$ cat src/rtl/img_sram_arbiter_if.sv
// Bus bundle linking the requester controllers, the round-robin arbiter and the
// shared img_sram macro. Field semantics follow img_sram_ctrl_t, flattened.
interface img_sram_arbiter_if #(
  parameter int NREQ  = 3,
  parameter int ROW_W = 8,
  parameter int COL_W = 8
);
  logic [NREQ-1:0]       req;
  logic [NREQ-1:0]       gnt;
  logic [NREQ*8-1:0]     req_din;
  logic [NREQ*ROW_W-1:0] req_row;
  logic [NREQ*COL_W-1:0] req_col;
  logic [NREQ-1:0]       req_write_en;
  logic [NREQ-1:0]       req_sense_en;
  logic [7:0]            sram_din;
  logic [ROW_W-1:0]      sram_row;
  logic [COL_W-1:0]      sram_col;
  logic                  sram_write_en;
  logic                  sram_sense_en;
  logic [7:0]            sram_dout;
  logic [7:0]            rd_data;
  logic [NREQ-1:0]       rd_valid;
  logic                  busy;

  modport master (
    output req, req_din, req_row, req_col, req_write_en, req_sense_en, sram_dout,
    input  gnt, sram_din, sram_row, sram_col, sram_write_en, sram_sense_en,
           rd_data, rd_valid, busy
  );

  modport slave (
    input  req, req_din, req_row, req_col, req_write_en, req_sense_en, sram_dout,
    output gnt, sram_din, sram_row, sram_col, sram_write_en, sram_sense_en,
           rd_data, rd_valid, busy
  );
endinterface

$ cat src/rtl/img_sram_arbiter.sv
// Round-robin owner arbiter for one img_sram macro: registered one-hot grant,
// optional burst limit, and 1-cycle read-data return steered to the issuer.
module img_sram_arbiter #(
  parameter int NREQ      = 3,
  parameter int ROW_W     = 8,
  parameter int COL_W     = 8,
  parameter int MAX_BURST = 64
) (
  input logic               clk,
  input logic               rst,
  img_sram_arbiter_if.slave io_bus
);
  localparam int PTR_W = $clog2(NREQ);
  localparam int CNT_W = $clog2(MAX_BURST) + 1;
  localparam logic [CNT_W-1:0] CNT_LAST = CNT_W'(MAX_BURST - 1);
  localparam logic [PTR_W-1:0] PTR_RST  = PTR_W'(NREQ - 1);

  typedef enum logic {S_IDLE, S_OWN} state_t;

  state_t           r_state, w_state_nxt;
  logic [NREQ-1:0]  r_gnt, w_gnt_nxt;
  logic [PTR_W-1:0] r_ptr, w_ptr_nxt;
  logic [CNT_W-1:0] r_cnt, w_cnt_nxt;
  logic [7:0]       r_rd_data_p1;
  logic [NREQ-1:0]  r_rd_valid_p1;

  logic [NREQ-1:0]  w_active;
  logic [NREQ-1:0]  w_rd_issue;
  logic [PTR_W-1:0] w_owner;
  logic [PTR_W-1:0] w_pick;
  logic [PTR_W-1:0] w_idx;
  logic             w_pick_found;
  logic             w_others_wait;
  logic             w_at_limit;

  assign w_active      = r_gnt & io_bus.req;
  assign w_rd_issue    = w_active & io_bus.req_sense_en & ~io_bus.req_write_en;
  assign w_others_wait = |(io_bus.req & ~r_gnt);
  assign w_at_limit    = (MAX_BURST != 0) && (r_cnt == CNT_LAST);

  always_comb begin
    w_owner = '0;
    for (int i = 0; i < NREQ; i++) begin
      if (r_gnt[i]) w_owner = PTR_W'(i);
    end
  end

  // Circular search starting just after the last owner, so it is served last.
  always_comb begin
    w_pick       = r_ptr;
    w_idx        = r_ptr;
    w_pick_found = 1'b0;
    for (int off = 1; off <= NREQ; off++) begin
      w_idx = PTR_W'((int'(r_ptr) + off) % NREQ);
      if (!w_pick_found && io_bus.req[w_idx]) begin
        w_pick       = w_idx;
        w_pick_found = 1'b1;
      end
    end
  end

  always_ff @(posedge clk) begin
    if (rst) begin
      r_state <= S_IDLE;
      r_gnt   <= '0;
      r_ptr   <= PTR_RST;
      r_cnt   <= '0;
    end else begin
      r_state <= w_state_nxt;
      r_gnt   <= w_gnt_nxt;
      r_ptr   <= w_ptr_nxt;
      r_cnt   <= w_cnt_nxt;
    end
  end

  always_comb begin
    w_state_nxt = r_state;
    w_gnt_nxt   = r_gnt;
    w_ptr_nxt   = r_ptr;
    w_cnt_nxt   = r_cnt;
    case (r_state)
      S_IDLE: begin
        w_cnt_nxt = '0;
        if (|io_bus.req) begin
          w_gnt_nxt         = '0;
          w_gnt_nxt[w_pick] = 1'b1;
          w_state_nxt       = S_OWN;
        end
      end
      S_OWN: begin
        if (!io_bus.req[w_owner] || (w_at_limit && w_others_wait)) begin
          w_gnt_nxt   = '0;
          w_ptr_nxt   = w_owner;
          w_cnt_nxt   = '0;
          w_state_nxt = S_IDLE;
        end else if (!w_at_limit) begin
          w_cnt_nxt = r_cnt + 1'b1;
        end
      end
      default: w_state_nxt = S_IDLE;
    endcase
  end

  // Only an active owner reaches the SRAM; everything else sees the hold pattern.
  always_comb begin
    io_bus.sram_din      = '0;
    io_bus.sram_row      = '0;
    io_bus.sram_col      = '0;
    io_bus.sram_write_en = 1'b0;
    io_bus.sram_sense_en = 1'b1;
    for (int i = 0; i < NREQ; i++) begin
      if (w_active[i]) begin
        io_bus.sram_din      = io_bus.req_din[8*i +: 8];
        io_bus.sram_row      = io_bus.req_row[ROW_W*i +: ROW_W];
        io_bus.sram_col      = io_bus.req_col[COL_W*i +: COL_W];
        io_bus.sram_write_en = io_bus.req_write_en[i];
        io_bus.sram_sense_en = io_bus.req_sense_en[i];
      end
    end
  end

  // p0 -> p1: capture read data at the edge ending the read cycle
  always_ff @(posedge clk) begin
    if (rst) begin
      r_rd_valid_p1 <= '0;
      r_rd_data_p1  <= '0;
    end else begin
      r_rd_valid_p1 <= w_rd_issue;
      if (|w_rd_issue) r_rd_data_p1 <= io_bus.sram_dout;
    end
  end

  assign io_bus.gnt      = r_gnt;
  assign io_bus.busy     = |r_gnt;
  assign io_bus.rd_data  = r_rd_data_p1;
  assign io_bus.rd_valid = r_rd_valid_p1;
endmodule

$ cat src/flat_wrapper.sv
// flat-port wrapper written by rule: the top's interface ports become plain ports
module img_sram_arbiter_flat 
#(
  parameter int NREQ      = 3,
  parameter int ROW_W     = 8,
  parameter int COL_W     = 8,
  parameter int MAX_BURST = 64
)
  (clk, rst, io_bus_req, io_bus_req_din, io_bus_req_row, io_bus_req_col, io_bus_req_write_en, io_bus_req_sense_en, io_bus_sram_dout, io_bus_gnt, io_bus_sram_din, io_bus_sram_row, io_bus_sram_col, io_bus_sram_write_en, io_bus_sram_sense_en, io_bus_rd_data, io_bus_rd_valid, io_bus_busy);
  img_sram_arbiter_if #(.NREQ(NREQ), .ROW_W(ROW_W), .COL_W(COL_W)) io_bus_i ();
  input logic clk;
  input logic rst;
  input wire logic [$bits(io_bus_i.req)-1:0] io_bus_req;
  input wire logic [$bits(io_bus_i.req_din)-1:0] io_bus_req_din;
  input wire logic [$bits(io_bus_i.req_row)-1:0] io_bus_req_row;
  input wire logic [$bits(io_bus_i.req_col)-1:0] io_bus_req_col;
  input wire logic [$bits(io_bus_i.req_write_en)-1:0] io_bus_req_write_en;
  input wire logic [$bits(io_bus_i.req_sense_en)-1:0] io_bus_req_sense_en;
  input wire logic [$bits(io_bus_i.sram_dout)-1:0] io_bus_sram_dout;
  output wire logic [$bits(io_bus_i.gnt)-1:0] io_bus_gnt;
  output wire logic [$bits(io_bus_i.sram_din)-1:0] io_bus_sram_din;
  output wire logic [$bits(io_bus_i.sram_row)-1:0] io_bus_sram_row;
  output wire logic [$bits(io_bus_i.sram_col)-1:0] io_bus_sram_col;
  output wire logic [$bits(io_bus_i.sram_write_en)-1:0] io_bus_sram_write_en;
  output wire logic [$bits(io_bus_i.sram_sense_en)-1:0] io_bus_sram_sense_en;
  output wire logic [$bits(io_bus_i.rd_data)-1:0] io_bus_rd_data;
  output wire logic [$bits(io_bus_i.rd_valid)-1:0] io_bus_rd_valid;
  output wire logic [$bits(io_bus_i.busy)-1:0] io_bus_busy;
  assign io_bus_i.req = io_bus_req;
  assign io_bus_i.req_din = io_bus_req_din;
  assign io_bus_i.req_row = io_bus_req_row;
  assign io_bus_i.req_col = io_bus_req_col;
  assign io_bus_i.req_write_en = io_bus_req_write_en;
  assign io_bus_i.req_sense_en = io_bus_req_sense_en;
  assign io_bus_i.sram_dout = io_bus_sram_dout;
  assign io_bus_gnt = io_bus_i.gnt;
  assign io_bus_sram_din = io_bus_i.sram_din;
  assign io_bus_sram_row = io_bus_i.sram_row;
  assign io_bus_sram_col = io_bus_i.sram_col;
  assign io_bus_sram_write_en = io_bus_i.sram_write_en;
  assign io_bus_sram_sense_en = io_bus_i.sram_sense_en;
  assign io_bus_rd_data = io_bus_i.rd_data;
  assign io_bus_rd_valid = io_bus_i.rd_valid;
  assign io_bus_busy = io_bus_i.busy;
  img_sram_arbiter #(.NREQ(NREQ), .ROW_W(ROW_W), .COL_W(COL_W), .MAX_BURST(MAX_BURST)) u_core (.clk(clk), .rst(rst), .io_bus(io_bus_i));
endmodule
$ cat config.mk
export PLATFORM = sky130hd
export DESIGN_NAME = img_sram_arbiter_flat
export DESIGN_NICKNAME = d
export VERILOG_FILES = /design/src/rtl/img_sram_arbiter_if.sv /design/src/rtl/img_sram_arbiter.sv /design/src/flat_wrapper.sv
export SDC_FILE = /design/constraint.sdc
export NUM_CORES = 1
export LEC_CHECK = 0
export CORE_MARGIN = 2
export CORE_UTILIZATION = 34
export CTS_BUF_LIST = sky130_fd_sc_hd__clkbuf_8 sky130_fd_sc_hd__clkbuf_16
export DETAILED_ROUTE_END_ITERATION = 10
export PLACE_DENSITY_LB_ADDON = 0.1
export SETUP_SLACK_MARGIN = 0.2
export SYNTH_ARGS = -nofsm -noshare
export SYNTH_HDL_FRONTEND = slang
export SYNTH_SLANG_ARGS = --single-unit
$ cat constraint.sdc
create_clock -name clk -period 2.9 [get_ports clk]
set_input_delay 0.58 -clock clk [delete_from_list [all_inputs] [get_ports clk]]
set_output_delay 0.58 -clock clk [all_outputs]
set_load 0.05 [all_outputs]
==> run metrics, run 1 <==
Initial Util 0.349; Synth Area in Compound Gates 0.334; Hold Path Class reg -> reg; sequential fraction of the synthesis area 0.273; Syn Area/Cell 7.43 um^2; core area 5040 um^2; Die H 76.0 um; WHS 445 ps; synth warn 0; DR iter-0 viols 80; syn_nets 333; CTS Buf Count 3; critical path launch point type input port; worst setup path end io_bus_sram_row[1]; number of synthesized flops with an enable pin 0; final hold vios 0; pwr/cell area 400 nW/um^2; most instantiated cells after synthesis 32 x nand2_1, 31 x o21ai_0, 25 x a22oi_1, 24 x dfxtp_1, 19 x nor2_1; reg2reg setup slack 690 ps; min Tclk post-route 2640 ps; # DRC 0; CTS root buffer clkbuf_8; Mapped Cells 237; Finished Core Util 0.760; Final Max Slew Viols 0; reg2reg end u_core.io_bus.gnt[1]$_SDFFE_PP0P_; crit path from io_bus_req[0]; xor and xnor area share after synthesis 0.00994; RR Startpoint u_core.r_ptr[0]$_SDFFE_PP0P_; die width 76.0 um; Synth Area in Simple Gates 0.225; hold buffers post-CTS 0; Area contributors post-synth dfxtp_1 27%, a22oi_1 11%, o21ai_0 8.8%; Crit path arrival time 2060 ps; Peak Freq 379 MHz; final worst setup slack 263 ps; row count 26; drt total wl 7.66 mm; port bufs 131; Area growth syn-to-layout 117%; Final GP Congestion 0.853; Total GRT Usage 0.254; clock slew seen by the registers of the worst setup and hold paths 80 ps; final setup TNS 0 ps; Detail Route Antenna Nets 0; count leader, synth nand2_1; first-pass GRT wire length 11.9 mm; most frequent CP cell buf_6; DP Worst Slack 244 ps; final setup skew 3.40 ps; Main synth FF type dfxtp_1; CTS tree built; post-synthesis async set-or-reset flop share 0; unrepaired setup endpoints after global routing no; number of antenna diodes 0; Leak 1.37 nW; combinational family with the most area after synthesis compound AO/OA/AOI/OAI gates; # H-tree levels 1; Routed WL per cell 17.4 um; Via density 5.35; Max-slew headroom 0.636; initial antenna violation count 0; CP max FO 8; Mapped Area 1760 um^2; largest net degree at the start of global routing 30; post-synth top area share 0.273; Tcrit/Tclk final 0.909; critical path capture point type output pin; DRT Pass-1 Iters 8; Critical Path RT 2320 ps; FF+latch count, synth 24; Peak VDD IR 399 uV; ratio of cells with drive above 1 in the final layout 0.222; vias in the first global route 2201; nets@finish 467; Final Setup Violations 0; Fill cells 377; synth unique cells 49; worst-path cell chain clkdlybuf4s50_1 > inv_2 > nor3_4 > buf_6 > buf_6 > a22oi_1 > o21ai_4 > buf_12; Slew @ Worst Pin 544 ps; DP Wirelength 6.00 mm; critical path class in -> out; GRT Residual Overflow 0; Clock Tree Buf Depth 2; max cap viols 0; via count 2355; Slowest cell on crit path clkdlybuf4s50_1; Die ar. 5770 um^2; status finished clean; Synth Area in Adders 0.0355; Clock Latency Late Sink 260 ps; clock sink total 24; post-synthesis mux area share 0.0625; worst reg2reg path depth 7; CP max stage delay 490 ps; I/O pins 132; post-synth top area cell dfxtp_1
[layer usage]
layer	global-route usage	up-vias	wire (um)
li1	-	1143	-
met1	0.325	1113	3310
met2	0.436	89	3750
met3	0.0545	10	487
met4	0.0618	0	104
met5	0	-	0
[cell type report]
type,instances,area (um^2),area share
flip-flops and latches,24,480,0.125
repair buffers,147,1730,0.451
well taps,70,87.6,0.0229
multi-input cells,187,1430,0.374
clock buffers,3,41.3,0.0108
inverters,8,30.0,0.00784
clock inverters,1,30.0,0.00784
[flip-flops by register name, summed over array words and instances (netlist names)]
register / count
u_core.io_bus.gnt: 3
u_core.r_ptr: 2
u_core.io_bus.rd_data: 8
u_core.r_cnt: 7
u_core.io_bus.rd_valid: 3
u_core.r_state: 1
[kinds of logic after synthesis]
family,after synthesis
AOI/OAI and AO/OA,86
and+or+nand+nor,83
buffers and inverters,26
DFF,24
muxes,11
adders and majority gates,5
xor gates and xnor gates,2
[power by group]
group | leakage (nW) | internal (mW) | switching [mW]
Combinational | 1.14 | 0.424 | 0.452
Sequential | 0.195 | 0.346 | 0.0208
Clock | 0.0357 | 0.184 | 0.104
Total | 1.37 | 0.955 | 0.577
[critical path, delay by kind of cell]
kind / cells / cell delay [ps]
AND/OR/NAND/NOR: 1 / 220
buffers and inverters: 5 / 990
AO/OA/AOI/OAI: 2 / 260
[per-stage QoR]
| stage | cell area, um^2 | power, mW | instances |
|---|---|---|---|
| after detailed placement | 3670 | 1.22 | 431 |
| after global routing | 3830 | 1.59 | 440 |
| after CTS | 3750 | 1.51 | 435 |
| after global placement | 3670 | 1.21 | 431 |
| final | 3830 | 1.53 | 440 |
| after floorplan | 2000 | 0.822 | 237 |
[how the worst min path moves through the flow]
stage	startpoint	to	slack (ps)	cells after the start
2_1_floorplan	u_core.r_cnt[6]$_SDFFE_PP0P_	u_core.r_cnt[6]$_SDFFE_PP0P_	410	2
3_3_place_gp	u_core.r_cnt[6]$_SDFFE_PP0P_	u_core.r_cnt[6]$_SDFFE_PP0P_	430	2
3_5_place_dp	u_core.r_cnt[6]$_SDFFE_PP0P_	u_core.r_cnt[6]$_SDFFE_PP0P_	440	2
4_1_cts	u_core.r_cnt[6]$_SDFFE_PP0P_	u_core.r_cnt[6]$_SDFFE_PP0P_	450	2
5_1_grt	u_core.r_cnt[6]$_SDFFE_PP0P_	u_core.r_cnt[6]$_SDFFE_PP0P_	480	2
6_report	u_core.r_cnt[6]$_SDFFE_PP0P_	u_core.r_cnt[6]$_SDFFE_PP0P_	450	2
[layout by cell type, fill, tap and decap left out, drive strengths merged, types with 2 or more instances in the layout]
cell           count
clkdlybuf4s50    104
buf               42
o21ai             33
nand2             32
a22oi             25
dfxtp             24
nor2              19
mux2i             11
inv                8
nor3               7
nand3              6
a21oi              6
ha                 5
nand3b             3
nor2b              3
nand2b             3
a32o               3
clkbuf             3
and2               2
nand4b             2
xnor2              2
nor3b              2
nand4              2
a211oi             2
a311o              2
[what timing repair did]
action                     in CTS  in global routing
setup endpoints to repair       0                 17
buffers inserted                0                  2
gates resized for setup         0                 17
Note: power is estimated with default switching activity, not from simulation.
==> run 2, diff against run 1 <==
--- a/config.mk
+++ b/config.mk
@@ -6,7 +6,7 @@
 export NUM_CORES = 1
 export LEC_CHECK = 0
 export CORE_MARGIN = 2
-export CORE_UTILIZATION = 34
+export CORE_UTILIZATION = 37
 export CTS_BUF_LIST = sky130_fd_sc_hd__clkbuf_8 sky130_fd_sc_hd__clkbuf_16
 export DETAILED_ROUTE_END_ITERATION = 10
 export PLACE_DENSITY_LB_ADDON = 0.1
==> constraint.sdc (replaced) <==
create_clock -name clk -period 3.2 [get_ports clk]
set_input_delay 0.64 -clock clk [delete_from_list [all_inputs] [get_ports clk]]
set_output_delay 0.64 -clock clk [all_outputs]
set_load 0.05 [all_outputs]
==> run metrics, run 2 (same netlist as run 1, synthesis figures left out) <==
Slew @ Worst Pin 557 ps (+13.4 ps); nets@finish 459 (-1.7%); critical path capture point type output pin; Final GP Congestion 0.816 (-4.4%); Pint 0.833 mW (-13%); highest metal used met4; CP bufs+invs 3 (-2); Peak VDD IR 303 uV (-24%); clock sink total 24 (unchanged); Setup Buffers After CTS 0 (unchanged); CP max stage delay 410 ps (-80 ps); initial antenna violation count 0 (unchanged); WHS Endpoint u_core.r_cnt[6]$_SDFFE_PP0P_; area of placed instances 3470 um^2 (-5.6%); Placed Cells 412 (-4.4%); Detail Route Antenna Nets 0 (unchanged); Crit path arrival time 2160 ps (+100 ps); number of antenna diodes 0 (unchanged); post-CTS sizing 0 (unchanged); row count 25 (-3.8%); Clk pwr share 0.201 (+0.013); clock slew seen by the registers of the worst setup and hold paths 90 ps (about the same); Total GRT Usage 0.270 (+0.0169); DP Worst Slack 374 ps (+131 ps); Tcrit/Tclk final 0.875; I/O pins 132 (unchanged); Routed WL per cell 17.2 um (-1.3%); max reg flops 8 (unchanged); Slowest cell on crit path clkdlybuf4s50_1; DR WL met2 3.55 mm (-5.3%); ratio of cells with drive above 1 in the final layout 0.180 (-0.0421); Largest delay share family, worst path buffers and inverters; area used by multi-input combinational logic 1250 um^2 (-13%); final setup skew 3.51 ps (+0.103 ps); core area 4660 um^2 (-7.6%); DRT Pass-1 Iters 4 (-4); design area 3540 um^2 (-7.6%); RR Startpoint u_core.r_ptr[0]$_SDFFE_PP0P_; first-pass GRT wire length 11.3 mm (-5.6%); worst reg2reg path depth 7 (unchanged); hold buffers post-CTS 0 (unchanged); Hold Path Class reg -> reg; CP max FO 26 (+18); DP Wirelength 5.68 mm (-5.3%); reg2reg end u_core.io_bus.gnt[0]$_SDFFE_PP0P_; Critical Path RT 2560 ps (+240 ps); hold path depth 2 (unchanged); Leak 1.28 nW (-6.6%); Peak Freq 357 MHz; met1 wire length 2.92 mm (-12%); reg2reg setup slack 1040 ps (+350 ps); register area 480 um^2 (unchanged); pwr/cell area 377 nW/um^2 (-5.8%); Final Max Slew Viols 0 (unchanged); Via density 5.39 (+0.69%); unrepaired setup endpoints after global routing no; Area growth syn-to-layout 101%; die width 73 um (-3.9%); CTS Buf Count 3 (unchanged); max cap viols 0 (unchanged); largest net degree at the start of global routing 54 (+80%); Sw Pwr 0.501 mW (-13%); most frequent cells in the layout 105 x clkdlybuf4s50_1, 32 x nand2_1, 27 x buf_12; final hold vios 0 (unchanged); final setup TNS 0 ps (unchanged); CTS root buffer clkbuf_8; min Tclk post-route 2800 ps; final worst setup slack 400 ps (+137 ps); Max-slew headroom 0.627 (-0.00884); GRT Residual Overflow 0 (unchanged); Final Setup Violations 0 (unchanged); status finished clean; DR WL met3 508 um (+4.3%); Die ar. 5330 um^2 (-7.7%); Fill cells 359 (-4.8%); Clock Latency Late Sink 270 ps (about the same); CTS tree built; Die H 73 um (-3.9%); switching part of the total 0.375 (-0.00135); # H-tree levels 1 (unchanged); most common cell after layout, fill and taps aside clkdlybuf4s50_1; Clock Tree Buf Depth 2 (unchanged); Comb power frac 0.550 (-0.022); DR iter-0 viols 129 (+61%); # DRC 0 (unchanged); drt total wl 7.14 mm (-6.7%); register share of total power 0.250 (+0.011); worst-path cell chain clkdlybuf4s50_1 > and2_2 > nor3_2 > buf_12 > a22oi_1 > o21ai_1 > buf_12; critical path launch point type input port; via count 2242 (-4.8%); Initial Util 0.378 (+0.0286); port bufs 131 (unchanged); vias in the first global route 2176 (-1.1%); critical path class in -> out; Non-Filler Instances 416 (-5.5%); most frequent CP cell buf_12; Hold Path Origin u_core.r_cnt[6]$_SDFFE_PP0P_
run 2: changes by cell type in the layout (fill, tap and decap cells not counted), sizes merged:
cell           change
clkdlybuf4s50      +1
buf                -8
dlymetal6s2s       -1
run 2: area by class of cell:
class,count,area share
tap,54,0.0191
multi-input combinational,187,0.352
sequential,24,0.136
timing repair buffer,139,0.464
inverter,8,0.00848
clock buffer,3,0.0117
clock inverter,1,0.00848
run 2: metal layers:
| layer | GRT usage | vias to the layer above |
|---|---|---|
| met4 | 0.0658 | 0 |
| met5 | 0 | - |
| met3 | 0.0663 | 14 |
| met1 | 0.332 | 1017 |
| met2 | 0.471 | 82 |
| li1 | - | 1129 |
run 2: worst reg2reg max path, delay by kind of cell (launching register included):
| kind | cells | cell delay [ps] |
|---|---|---|
| adders and majority gates | 1 | 410 |
| DFF | 1 | 400 |
| and+or+nand+nor | 2 | 360 |
| AOI/OAI and AO/OA | 3 | 840 |
| buffers and inverters | 1 | 100 |
run 2: through the flow:
step	hold WS, ps	utilization	total power [mW]
2_1_floorplan	413	-	0.713
3_3_place_gp	421	0.744	1.06
3_5_place_dp	431	0.744	1.07
4_1_cts	444	0.760	1.34
5_1_grt	479	0.760	1.39
6_report	440	0.760	1.33
run 2: power groups by stage:
stage / logic (mW) / registers, mW / clock network, mW
floorplan: 0.355 / 0.358 / 0
global placement: 0.725 / 0.339 / 0
detailed placement: 0.732 / 0.339 / 0
CTS: 0.736 / 0.332 / 0.272
global route: 0.772 / 0.336 / 0.284
finish: 0.733 / 0.333 / 0.268
run 2: worst max-delay path by stage:
stage | startpoint | end | slack, ps | cells after the start
after floorplan | io_bus_req[1] | io_bus_sram_col[0] | 120 | 7
final | io_bus_req[1] | io_bus_sram_row[7] | 400 | 7
after CTS | io_bus_req[1] | io_bus_sram_row[7] | 380 | 7
after global placement | io_bus_req[1] | io_bus_sram_din[0] | 440 | 7
after detailed placement | io_bus_req[1] | io_bus_sram_row[7] | 370 | 7
after global routing | io_bus_req[1] | io_bus_sram_sense_en | 280 | 8
